**src/rtl/debounce_multi.sv**
```systemverilog
// Purpose : CH-channel switch debouncer (lockout or integrating mode) with rise/fall ticks.
// Latency : lockout 1 cycle, integrating 2^N+1 cycles, plus 2 when DEBOUNCE_SYNC_EN is defined.
// Backpressure: none; free-running and consumes one sample per clock per channel.
//
// Ports:
//   clk        rising-edge clock
//   reset      synchronous, active-high reset
//   sw[CH]     raw switch levels
//   db_level   registered debounced level per channel
//   rise_tick  one-cycle pulse in the first cycle db_level[i] reads 1
//   fall_tick  one-cycle pulse in the first cycle db_level[i] reads 0
//
// Optional feature macro: DEBOUNCE_SYNC_EN
//   When defined, each sw bit passes through a two-flop synchroniser first.
module debounce_multi #(
    parameter int CH   = 4,
    parameter int N    = 21,
    parameter int MODE = 0
) (
    input  logic          clk,
    input  logic          reset,
    input  logic [CH-1:0] sw,
    output logic [CH-1:0] db_level,
    output logic [CH-1:0] rise_tick,
    output logic [CH-1:0] fall_tick
);

    typedef enum logic [1:0] {
        ZERO  = 2'd0,
        WAIT1 = 2'd1,
        ONE   = 2'd2,
        WAIT0 = 2'd3
    } state_t;

    localparam logic [N-1:0] LOAD = {N{1'b1}};
    localparam logic [N-1:0] DEC  = N'(1);

    // Sampled input seen by the per-channel FSMs.
    logic [CH-1:0] s;

`ifdef DEBOUNCE_SYNC_EN
    logic [CH-1:0] sync_ff1;
    logic [CH-1:0] sync_ff2;

    always_ff @(posedge clk) begin
        if (reset) begin
            sync_ff1 <= '0;
            sync_ff2 <= '0;
        end else begin
            sync_ff1 <= sw;
            sync_ff2 <= sync_ff1;
        end
    end

    assign s = sync_ff2;
`else
    assign s = sw;
`endif

    for (genvar i = 0; i < CH; i++) begin : g_ch
        state_t         state_q;
        state_t         state_n;
        logic [N-1:0]   q_q;
        logic [N-1:0]   q_n;
        logic           db_q;
        logic           db_n;
        logic           rise_q;
        logic           fall_q;

        always_ff @(posedge clk) begin
            if (reset) begin
                state_q <= ZERO;
                q_q     <= '0;
                db_q    <= 1'b0;
                rise_q  <= 1'b0;
                fall_q  <= 1'b0;
            end else begin
                state_q <= state_n;
                q_q     <= q_n;
                db_q    <= db_n;
                // Ticks line up with the first cycle the new level is visible.
                rise_q  <= db_n & ~db_q;
                fall_q  <= ~db_n & db_q;
            end
        end

        always_comb begin
            state_n = state_q;
            q_n     = q_q;
            db_n    = db_q;
            case (state_q)
                ZERO: begin
                    if (s[i]) begin
                        q_n     = LOAD;
                        state_n = WAIT1;
                        if (MODE == 0) begin
                            db_n = 1'b1;
                        end
                    end
                end
                WAIT1: begin
                    if (MODE == 0) begin
                        // Lockout: input ignored until the interval expires.
                        if (q_q == '0) begin
                            state_n = ONE;
                        end else begin
                            q_n = q_q - DEC;
                        end
                    end else begin
                        // Integrating: any low sample aborts; level changes only
                        // once the counter has drained with the input still high.
                        if (!s[i]) begin
                            state_n = ZERO;
                        end else if (q_q == '0) begin
                            state_n = ONE;
                            db_n    = 1'b1;
                        end else begin
                            q_n = q_q - DEC;
                        end
                    end
                end
                ONE: begin
                    if (!s[i]) begin
                        q_n     = LOAD;
                        state_n = WAIT0;
                        if (MODE == 0) begin
                            db_n = 1'b0;
                        end
                    end
                end
                WAIT0: begin
                    if (MODE == 0) begin
                        if (q_q == '0) begin
                            state_n = ZERO;
                        end else begin
                            q_n = q_q - DEC;
                        end
                    end else begin
                        if (s[i]) begin
                            state_n = ONE;
                        end else if (q_q == '0) begin
                            state_n = ZERO;
                            db_n    = 1'b0;
                        end else begin
                            q_n = q_q - DEC;
                        end
                    end
                end
                default: begin
                    state_n = ZERO;
                end
            endcase
        end

        assign db_level[i]  = db_q;
        assign rise_tick[i] = rise_q;
        assign fall_tick[i] = fall_q;
    end

endmodule

```
**config.mk**
```make
export PLATFORM = sky130hd
export DESIGN_NAME = debounce_multi
export DESIGN_NICKNAME = d
export VERILOG_FILES = /design/src/rtl/debounce_multi.sv
export SDC_FILE = /design/constraint.sdc
export NUM_CORES = 1
export LEC_CHECK = 0
export BUFFER_PORTS_ARGS = -buffer_cell sky130_fd_sc_hd__buf_2
export CAP_MARGIN = 20
export CORE_MARGIN = 2
export CORE_UTILIZATION = 40
export CTS_CLUSTER_SIZE = 12
export DETAILED_ROUTE_END_ITERATION = 12
export GPL_TIMING_DRIVEN = 0
export PLACE_DENSITY = 0.52
export SYNTH_ARGS = -nofsm -noshare
export SYNTH_HDL_FRONTEND = slang
export SYNTH_SLANG_ARGS = --single-unit
```
**constraint.sdc**
```tcl
create_clock -name clk -period 2.8 [get_ports clk]
set_input_delay 0.56 -clock clk [delete_from_list [all_inputs] [get_ports clk]]
set_output_delay 0.56 -clock clk [all_outputs]
set_load 0.005 [all_outputs]
```
-- Word-level counts from Yosys, hierarchy flattened
Cells that the tools add are included.
- bits in registers: 104
- output and inout port bits: 12
- word-level logic and storage cells: 140
- add/subtract/negate cells: 4
- eq/ne operators: 32
- multiplexer cells: 48
- bitwise operators: 16
- reduce and logical (&&, ||, !) cells: 20
- operators with widths (cell ; number):
    $mux 21 ; 12
    $pmux 21 s3 ; 4
    $logic_not 21->1 ; 4
    $sub 21x1->21 const B ; 4
    $ne 2x2->1 const B ; 20
    $mux 2 ; 16
    $pmux 2 s4 ; 4
    $eq 2x2->1 const B ; 8
    $reduce_and 4->1 ; 4
    $pmux 1 s3 ; 4
    $reduce_and 3->1 ; 4
    $and 1x1->1 ; 8
    $eq 2x1->1 const B ; 4
    $logic_not 2->1 ; 4
    $mux 1 ; 8
    $not 1->1 ; 8
    $reduce_or 2->1 ; 4

-- Logic depth before layout (Yosys ltp)
- depth in word-level cells: 5
- mapped depth: 8
- mapped depth without buffers: 7

-- Worst setup path before layout
OpenSTA, ideal clock, no wires.
- path type: register to register
- from: register g_ch[0].state_q[0]
- to: register g_ch[0].q_q[11]
- library setup time: 0.074 ns
- data arrival time: 2.343 ns
- path slack: 0.382 ns
- cell stages (with the launch flop): 8
- cell sequence: dfxtp_1 > inv_1 > ha_1 > mux2_2 > or4b_1 > or4_1 > or3_1 > a31oi_1
- cells in the longest elaborated chain, start to end: 4
- elaborated cells between the ends (all ways): 10
- RTL lines (element ; line ; text):
    from (decl) ; 61 ; state_t state_q;
    from (signal assigned) ; 78 ; state_q <= state_n;
    $eq 2x2->1 / $eq 2x1->1 (equally long branches) ; 91 ; case (state_q)
    $reduce_or 2->1 (no source line) ; -- ;
    $ne 2x2->1 (no source line) ; -- ;
    $reduce_and 3->1 (no source line) ; -- ;
    to (signal assigned) ; 79 ; q_q <= q_n;
    to (decl) ; 63 ; logic [N-1:0] q_q;
Several ways; a longest one is shown, not always the timed one.
A chain may end at the register's enable or synchronous reset.

-- Worst setup path in the final report
Same ends and word-level chain as after synthesis.

==> out/results.txt <==
post-synth cell types: 55
Req. time, crit path: 3.07 ns
Post-synth top flop: dfxtp_1
vias per std cell: 5.57
final core utilization: 45.0%
dpl hpwl: 9.27 mm
crit end category: register
Pwr Total: 7.08 mW
# nets final: 702
Tot GR Track Use: 19.0%
Slew Viols, Final: 0
Slew HR: 47.7%
first-pass GRT wire length: 22.7 mm
CTS tree: done
Die Span Y: 122 um
I/O pins: 18
Mapped Cells: 645
Port Buffers: 16
Startpoint Class: register
fmax: 0.385 GHz
RR Endpoint: g_ch[0].q_q[11]
Root Driver: clkbuf_16
H-tree lvl count: 3
n_diodes: 0
measured slew at the worst slew-check pin: 0.777 ns
Synth Warn #: 0
Longest Clk Path Bufs: 2
post-route clock period utilization: 92.8%
Max Cap Viol: 0
post-CTS setup buffer count: 0
Synth area leaders: dfxtp_1 (37%), a21oi_1 (6.7%), xnor2_1 (5.5%)
layout cell share with drive strength beyond 1: 10.6%
worst r2r path cells: 7
GRT overflow: 0
final setup violation count: 0
Mapped Avg Cell Area: 8.68 um2
Post-synth EDFFs: 0
vias in the first global route: 4583
initial antenna violation count: 0
RR Startpoint: g_ch[0].state_q[0]
TritonCTS buffer count: 9
FILL cells: 1395
CP max FO: 8
worst hold-check path type: primary input to register
Worst Hold Path Cells: 2
Wirelength per Cell: 15.4 um
Storage cell area: 2080 um2
Clock Sinks: 104
Final ANT Viol Nets: 0
non-filler cells, final: 857
cts hold-fix bufs: 0
Worst-path clk slew: 0.07 ns
hold path endpoint: g_ch[1].fall_q
Async SR Flop Fraction: 0%
DRT iter0 DRCs: 348
placed cells: 841
cell area after synthesis: 5600 um2
RSZ-0062 raised after global routing: no
pwr dens: 1140 nW/um2
R2R Setup Slk: 0.20 ns
area of the multi-input gates: 3230 um2
hold_sp: sw[1]
commonest non-fill, non-tap cell in the layout: dfxtp_1
final hold vios: 0
die area: 15000 um2
number of remaining DRC errors: 0
share of the synthesized area in the top cell type: 37.2%
outcome: finished clean
Crit Path Category: register to register
syn_nets: 675
synth-to-layout area growth: 10.7%
sequential share of the synthesized area: 37.2%
Worst EP arrival: 2.87 ns
largest net degree at the start of global routing: 17
total core area: 13800 um2
Synth area leader: dfxtp_1
WL final: 13.2 mm
clock latency on the worst-skew pair: 0.36 ns
Static Leakage: 2.22 nW
clk_skew: 0.0116 ns
FP Rows: 43
most frequent cells in the layout: dfxtp_1 (103), a21oi_1 (75), nor2_1 (38), xnor2_1 (35), nand2_1 (32)
maximum vdd ir drop: 0.405 mV
Seq cells post-synth: 104
Die Width: 122 um
drt first pass iters: 4
initial core utilization: 40.6%
via count: 4774
setup_tns: 0 ns
Resized cells post-CTS: 0
gp weighted congestion: 0.772
minimum clock period: 2.60 ns
[routing by layer]
metal	up-vias	global-route usage, %	routed length (um)
li1	2459	-	-
met1	2241	25.7	6610
met2	62	30.3	6030
met3	12	4.69	431
met4	0	4.74	146
met5	-	0	0
[layout make-up]
type                            count  share of cell area (%)
Timing Repair Buffer               16                    1.29
Clock buffer                       11                    4.08
Inverter                           22                    1.33
Clock inverter                      5                   0.505
Sequential cell                   104                    33.6
Tap cell                          180                    3.64
Multi-Input combinational cell    479                    52.2
Buffer                             40                    3.31
[logic make-up (layout without fill, tap and decap cells)]
family | count (synthesis) | in the layout | synth area share [%]
xor+xnor | 54 | 54 | 8.45
compound gates | 181 | 181 | 20.6
flops | 104 | 104 | 37.2
buf+inv | 62 | 94 | 5.14
simple gates | 212 | 212 | 21.8
mux | 8 | 8 | 1.50
fa+ha+maj | 24 | 24 | 5.37
[synthesized netlist by cell type, drive strengths merged (6+ instances only)]
| library cell | n |
|---|---|
| buf | 14 |
| nand3 | 10 |
| o21ai | 19 |
| or4 | 15 |
| clkbuf | 26 |
| ha | 24 |
| nor4b | 7 |
| inv | 22 |
| nor3 | 29 |
| xor2 | 19 |
| a2111oi | 9 |
| a31oi | 16 |
| xnor2 | 35 |
| nand4 | 13 |
| a211oi | 15 |
| or3 | 11 |
| nor2 | 38 |
| and3 | 6 |
| a21oi | 75 |
| or2 | 8 |
| o21a | 9 |
| dfxtp | 104 |
| a311oi | 14 |
| nor4 | 21 |
| nand2 | 32 |
[flip-flops by register name, summed over array words and instances (netlist names)]
| register | flops |
|---|---|
| g_ch.db_q | 4 |
| g_ch.q_q | 84 |
| g_ch.state_q | 8 |
| g_ch.fall_q | 4 |
| g_ch.rise_q | 4 |
[report_power, final]
group | total [mW] | switching (mW) | internal (mW)
registers | 2.74 | 0.631 | 2.11
logic | 3.12 | 1.82 | 1.30
clock network | 1.22 | 0.568 | 0.649
[worst max path at each step]
| stage | endpoint | start | cells past startpoint | slack [ns] |
|---|---|---|---|---|
| 2_1_floorplan | g_ch[0].q_q[11] | g_ch[0].state_q[0] | 7 | 0.38 |
| 5_1_grt | g_ch[3].state_q[0] | g_ch[3].q_q[12] | 7 | 0.03 |
| 4_1_cts | g_ch[3].q_q[9] | g_ch[3].state_q[0] | 7 | 0.09 |
| 6_report | g_ch[0].q_q[11] | g_ch[0].state_q[0] | 7 | 0.20 |
| 3_5_place_dp | g_ch[3].q_q[9] | sw[3] | 6 | 0.06 |
| 3_3_place_gp | g_ch[3].q_q[7] | sw[3] | 6 | 0.08 |
[metrics by stage]
stage	hold WS [ns]	area, um2	setup slack, ns
6_report	0.455	6190	0.201
5_1_grt	0.449	6190	0.0314
2_1_floorplan	0.456	5600	0.382
3_5_place_dp	0.483	5900	0.0590
4_1_cts	0.443	6190	0.0862
3_3_place_gp	0.477	5900	0.0822
[critical path, stage by stage (launching register included)]
cell and delay [ns]:
dfxtp_2 0.36, inv_1 0.08, ha_1 0.26, mux2_4 0.34, or4b_1 0.54, or4_1 0.43
or3_1 0.31, a31oi_1 0.18
No activity file was read; power rests on OpenSTA's default activity.
